<file path="config.mk">
export PLATFORM = sky130hd
export DESIGN_NAME = draw_arbiter
export DESIGN_NICKNAME = d
export VERILOG_FILES = /design/src/rtl/draw_arb_pkg.sv /design/src/rtl/draw_arb_picker.sv /design/src/rtl/draw_arbiter.sv
export SDC_FILE = /design/constraint.sdc
export NUM_CORES = 1
export LEC_CHECK = 0
export BUFFER_PORTS_ARGS = -buffer_cell sky130_fd_sc_hd__buf_2
export CAP_MARGIN = 20
export CELL_PAD_IN_SITES_DETAIL_PLACEMENT = 1
export CELL_PAD_IN_SITES_GLOBAL_PLACEMENT = 2
export CORE_MARGIN = 5
export CORE_UTILIZATION = 32
export CTS_BUF_LIST = sky130_fd_sc_hd__clkbuf_2
export DETAILED_ROUTE_END_ITERATION = 6
export GPL_ROUTABILITY_DRIVEN = 1
export MAX_ROUTING_LAYER = met4
export PLACE_DENSITY = 0.91
export SETUP_SLACK_MARGIN = 0.4
export SLEW_MARGIN = 15
export SYNTH_ARGS = -nofsm -noshare
export SYNTH_HDL_FRONTEND = slang
export SYNTH_SLANG_ARGS = --single-unit
</file>
<file path="constraint.sdc">
create_clock -name clock -period 5.28 [get_ports clock]
set_input_delay 0.792 -clock clock [delete_from_list [all_inputs] [get_ports clock]]
set_output_delay 0.792 -clock clock [all_outputs]
set_load 0.01 [all_outputs]
</file>
<file path="src/rtl/draw_arb_pkg.sv">
// Shared types and constants for the sprite-drawer arbiter.
// State encoding, requester indices and the default timeout live here.
package draw_arb_pkg;

  typedef enum logic [1:0] {
    StIdle  = 2'd0,
    StIssue = 2'd1,
    StBusy  = 2'd2,
    StDone  = 2'd3
  } state_e;

  localparam logic [1:0] REQ_BG   = 2'd0;
  localparam logic [1:0] REQ_CHAR = 2'd1;
  localparam logic [1:0] REQ_PLAT = 2'd2;

  localparam int unsigned NUM_REQ         = 3;
  localparam int unsigned TIMEOUT_DEFAULT = 4096;

  // Next requester index, wrapping 2 -> 0.
  function automatic logic [1:0] idx_inc(input logic [1:0] idx);
    return (idx >= 2'd2) ? 2'd0 : idx + 2'd1;
  endfunction

  function automatic logic [2:0] idx_onehot(input logic [1:0] idx);
    return 3'b001 << idx;
  endfunction

endpackage

</file>
<file path="src/rtl/draw_arb_picker.sv">
// Combinational winner selection for the three drawing requesters.
// DRAW_ARB_ROUND_ROBIN_EN selects round-robin from ptr; otherwise bit0 > bit1 > bit2.
module draw_arb_picker
  import draw_arb_pkg::*;
(
  input  logic [2:0] req,
  input  logic [1:0] ptr,
  output logic [1:0] winner,
  output logic       valid
);

`ifdef DRAW_ARB_ROUND_ROBIN_EN
  always_comb begin : p_rr
    logic [1:0] idx;
    winner = REQ_BG;
    valid  = 1'b0;
    idx    = (ptr > 2'd2) ? 2'd0 : ptr;
    for (int i = 0; i < int'(NUM_REQ); i++) begin
      if (!valid && req[idx]) begin
        winner = idx;
        valid  = 1'b1;
      end
      idx = idx_inc(idx);
    end
  end
`else
  // Pointer is meaningless under fixed priority.
  logic unused_ptr;
  assign unused_ptr = ^ptr;

  always_comb begin
    valid = |req;
    if (req[REQ_BG]) begin
      winner = REQ_BG;
    end else if (req[REQ_CHAR]) begin
      winner = REQ_CHAR;
    end else begin
      winner = REQ_PLAT;
    end
  end
`endif

endmodule

</file>
<file path="src/rtl/draw_arbiter.sv">
// Arbitrates three drawing requesters onto one sprite drawer with a BUSY timeout.
// Define DRAW_ARB_ROUND_ROBIN_EN for round-robin selection; default is fixed priority.
module draw_arbiter
  import draw_arb_pkg::*;
#(
  parameter int unsigned TIMEOUT = TIMEOUT_DEFAULT,
  parameter int unsigned X_W     = 9,
  parameter int unsigned Y_W     = 8
) (
  input  logic             clock,
  input  logic             reset,
  input  logic [2:0]       req,
  input  logic [3*X_W-1:0] req_x,
  input  logic [3*Y_W-1:0] req_y,
  input  logic             draw_done,
  output logic [2:0]       grant,
  output logic [2:0]       ack,
  output logic             err,
  output logic             busy,
  output logic             draw_start,
  output logic [1:0]       draw_sel,
  output logic [X_W-1:0]   draw_x,
  output logic [Y_W-1:0]   draw_y
);

  localparam int unsigned   CntW    = (TIMEOUT > 2) ? $clog2(TIMEOUT) : 1;
  localparam logic [CntW-1:0] CntLast = CntW'(TIMEOUT - 1);
  localparam logic [CntW-1:0] CntMax  = '1;

  state_e            state_q, state_d;
  logic [2:0]        grant_q, grant_d;
  logic [2:0]        ack_q, ack_d;
  logic              err_q, err_d;
  logic              busy_q, busy_d;
  logic              start_q, start_d;
  logic [1:0]        sel_q, sel_d;
  logic [X_W-1:0]    x_q, x_d;
  logic [Y_W-1:0]    y_q, y_d;
  logic [CntW-1:0]   cnt_q, cnt_d;

  logic [1:0] pick_ptr;
  logic [1:0] pick_idx;
  logic       pick_valid;

  draw_arb_picker u_picker (
    .req    (req),
    .ptr    (pick_ptr),
    .winner (pick_idx),
    .valid  (pick_valid)
  );

`ifdef DRAW_ARB_ROUND_ROBIN_EN
  logic [1:0] rr_ptr_q, rr_ptr_d;

  // Pointer holds the index where the next search starts.
  always_comb begin
    rr_ptr_d = rr_ptr_q;
    if (state_q == StDone) begin
      rr_ptr_d = idx_inc(sel_q);
    end
  end

  always_ff @(posedge clock or posedge reset) begin
    if (reset) begin
      rr_ptr_q <= 2'd0;
    end else begin
      rr_ptr_q <= rr_ptr_d;
    end
  end

  assign pick_ptr = rr_ptr_q;
`else
  assign pick_ptr = 2'd0;
`endif

  always_comb begin
    state_d = state_q;
    grant_d = grant_q;
    ack_d   = 3'b000;
    err_d   = 1'b0;
    busy_d  = busy_q;
    start_d = 1'b0;
    sel_d   = sel_q;
    x_d     = x_q;
    y_d     = y_q;
    cnt_d   = cnt_q;

    unique case (state_q)
      StIdle: begin
        if (pick_valid) begin
          state_d = StIssue;
          grant_d = idx_onehot(pick_idx);
          busy_d  = 1'b1;
          start_d = 1'b1;
          sel_d   = pick_idx;
          x_d     = req_x[pick_idx*X_W +: X_W];
          y_d     = req_y[pick_idx*Y_W +: Y_W];
          cnt_d   = '0;
        end
      end
      StIssue: begin
        state_d = StBusy;
      end
      StBusy: begin
        if (cnt_q != CntMax) begin
          cnt_d = cnt_q + 1'b1;
        end
        // draw_done takes precedence over a coincident timeout.
        if (draw_done) begin
          state_d = StDone;
          ack_d   = grant_q;
        end else if (cnt_q == CntLast) begin
          state_d = StDone;
          ack_d   = grant_q;
          err_d   = 1'b1;
        end
      end
      StDone: begin
        state_d = StIdle;
        grant_d = 3'b000;
        busy_d  = 1'b0;
      end
      default: begin
        state_d = StIdle;
        grant_d = 3'b000;
        busy_d  = 1'b0;
      end
    endcase
  end

  always_ff @(posedge clock or posedge reset) begin
    if (reset) begin
      state_q <= StIdle;
      grant_q <= 3'b000;
      ack_q   <= 3'b000;
      err_q   <= 1'b0;
      busy_q  <= 1'b0;
      start_q <= 1'b0;
      sel_q   <= 2'd0;
      x_q     <= '0;
      y_q     <= '0;
      cnt_q   <= '0;
    end else begin
      state_q <= state_d;
      grant_q <= grant_d;
      ack_q   <= ack_d;
      err_q   <= err_d;
      busy_q  <= busy_d;
      start_q <= start_d;
      sel_q   <= sel_d;
      x_q     <= x_d;
      y_q     <= y_d;
      cnt_q   <= cnt_d;
    end
  end

  assign grant      = grant_q;
  assign ack        = ack_q;
  assign err        = err_q;
  assign busy       = busy_q;
  assign draw_start = start_q;
  assign draw_sel   = sel_q;
  assign draw_x     = x_q;
  assign draw_y     = y_q;

endmodule

</file>
==> metrics <==
Area after DPL=2790 sq um; Mapped Cells=249; Final Wtd Congestion=a little over 0.8; crit end category=flop; share of layout cells above drive strength 1=32.2%; crit path max-delay cell type=nor4b_2; Post-synth top flop=dfrtp_1; synth-to-layout area growth=24.8%; initial core utilization=32.3%; grt peak-use layer=met2; largest net degree at the start of global routing=43; worst-skew pair later-pin latency=approximately 0.42 ns; HP Class=primary input to asynchronous set/reset pin; vias in the first global route=2178; final worst-path cycle share=approximately half; Port Buffer Count=84; Num CTS Buffers=5; synth top area cells=dfrtp_1, mux2i_1, o21ai_0; Netlist cell types=42; switching power=0.502 mW; Comb power frac=43.4%; die area=roughly 9000 sq um; post-synth top area share=45.7%; first-iteration detailed-routing DRC count=57; Max Fclk=376 MHz; grt met2 use=25.6%; commonest non-fill, non-tap cell in the layout=buf_2; leakage power=1.41 nW; H-tree levels=2; most frequent cells in the layout=buf_2, dfrtp_1, nand2_1, o21ai_0, nor2_1; hold buffers post-CTS=0; met3 Use GR=4.46%; Clock Skew=0.0213 ns; crit-path cells=inv_1 -> ha_1 -> nor4b_2 -> nor2_1 -> a41oi_1 -> a21oi_1; DRT Wirelength=6.37 mm; Yosys top cell by area=dfrtp_1; Longest Clk Path Bufs=2; Post-CTS Resized=0; Period minus WS final=2.66 ns; FILL cells=899; Slew Limit Fails=0; synthesized flop and latch total=42; Clock power frac=15.9%; clock tree root driver cell=clkbuf_2; GR Util met1=16.5%; Buffers & Inverters on Critical Path=1; Max IR drop VDD=153 uV; antenna fix cells=0; Seq pwr share=just over 40%; number of max-cap violations=0; P per Cell Area=422 nW/um^2; Sw Ratio=~41%; Die X=94.8 um; Data required, critical path=5.56 ns; mean area per synthesized cell=9.25 sq um; Hold Vio Cnt, Final=0; DP Wirelength=4.84 mm; status=complete, no violations; first-pass GRT wire length=between 10 and 15 mm; crit path launch type=flop; P_int=0.709 mW; top-level I/O count=between 80 and 90; die height=around 95 um; Least-Margin Pin Slew=slightly below 1 ns; aggregate global-route resource usage=14.8%; Yosys warnings=0; initial antenna violation count=0; per-cell routed wire length=14.9 um; Vias/cell=4.94; std cell rows=31; register area share after synthesis=45.7%; Synth async-reset ratio=100%; Core Region=7140 sq um; 1st-pass router iterations=4; TritonCTS sink count=42; CP max stage delay=0.84 ns; R2R Setup Slk=2.62 ns; Reg clk slew, reported paths=0.24 ns; worst setup margin=between 2 and 3 ns; worst-path fanout max=11; Final ANT Viol Nets=0; relative slew slack=a little over a third; CP top delay family=simple AND/OR/NAND/NOR gates; DRC viols=0; critical path data arrival time=2.94 ns; Overflow after GRT=0; area of the multi-input gates=1150 sq um; final hold slack=0.449 ns; Total Nets Final=390; post-synth net total=311; post-CTS setup buffers=0; Worst Path Class, Setup=flop to flop; Finished Cell Area=~2900 sq um; Placement Setup Slack=2.25 ns; FF/Latch Area=1050 sq um; Setup-failing EPs final=0; setup tns final=0 ns; CTS tree=yes; RSZ-0062 raised after global routing=false; via count=roughly 2100; number of synthesized flops with an enable pin=0; Cell Area, Synth=2300 sq um
-- cell usage after synthesis, types with 3 or more instances --
master,n
dfrtp_1,42
nand2_1,29
o21ai_0,29
nor2_1,27
a21oi_1,21
mux2i_1,18
inv_1,10
clkbuf_1,6
ha_1,5
nand3_1,5
nor3_1,5
a2bb2oi_1,4
o211ai_1,4
and3_1,3
buf_1,3
buf_2,3
o31ai_1,3
-- power groups by stage --
| stage | Combinational [mW] | Sequential [mW] | Clock [mW] |
|---|---|---|---|
| 2_1_floorplan | 0.288 | 0.536 | 0 |
| 3_3_place_gp | 0.508 | 0.498 | 0 |
| 3_5_place_dp | 0.527 | 0.503 | 0 |
| 4_1_cts | 0.529 | 0.495 | 0.202 |
| 5_1_grt | 0.593 | 0.510 | 0.218 |
| 6_report | 0.526 | 0.493 | 0.192 |
-- state kept, by name, summed over array words and instances (netlist names) --
register and cells:
cnt_q 12, draw_x 9, draw_y 8, ack 3, grant 3, draw_sel 2, state_q 2, busy 1
draw_start 1, err 1
-- metal layers --
layer / wire [um] / vias up / share of wire, %
met5: 0 / - / 0
met4: 43 / 0 / 0.67
met3: 517 / 4 / 8.1
met2: 3170 / 55 / 50
met1: 2640 / 1018 / 41
li1: - / 1038 / -
-- final timing paths --
check	from	cells past startpoint	end
worst min-delay path	reset	3	ack[2]
worst max register to register	state_q[0]	6	cnt_q[10]
worst max-delay path	state_q[0]	6	cnt_q[10]
max in group asynchronous	reset	3	cnt_q[10]
min in group clock	draw_x[8]	2	draw_x[8]
worst min register to register	draw_x[8]	2	draw_x[8]
-- area by class of cell --
cell class	count	area share (%)
Tap cell	99	4.31
Inverter	10	1.31
Clock buffer	5	0.871
Timing Repair Buffer	86	15.3
Multi-Input combinational cell	183	40.1
Sequential cell	42	36.6
Clock inverter	3	1.57
-- cells by family after synthesis --
family	synth area share [%]
fa+ha+maj	2.72
simple gates	19.8
flops	45.7
mux	8.32
buf+inv	4.73
compound gates	18.7
-- tightest hold or removal path, cell delays in order --
cell,delay (ns)
buf_2,0.10
inv_1,0.04
buf_4,0.44
-- through the flow --
stage	total power, mW	std cells	utilization, %
floorplan	0.824	249	-
global placement	1.01	419	39.1
detailed placement	1.03	419	39.1
CTS	1.23	427	40.1
global route	1.32	428	40.3
finish	1.21	428	40.3
(Power assumes the default switching activity.)
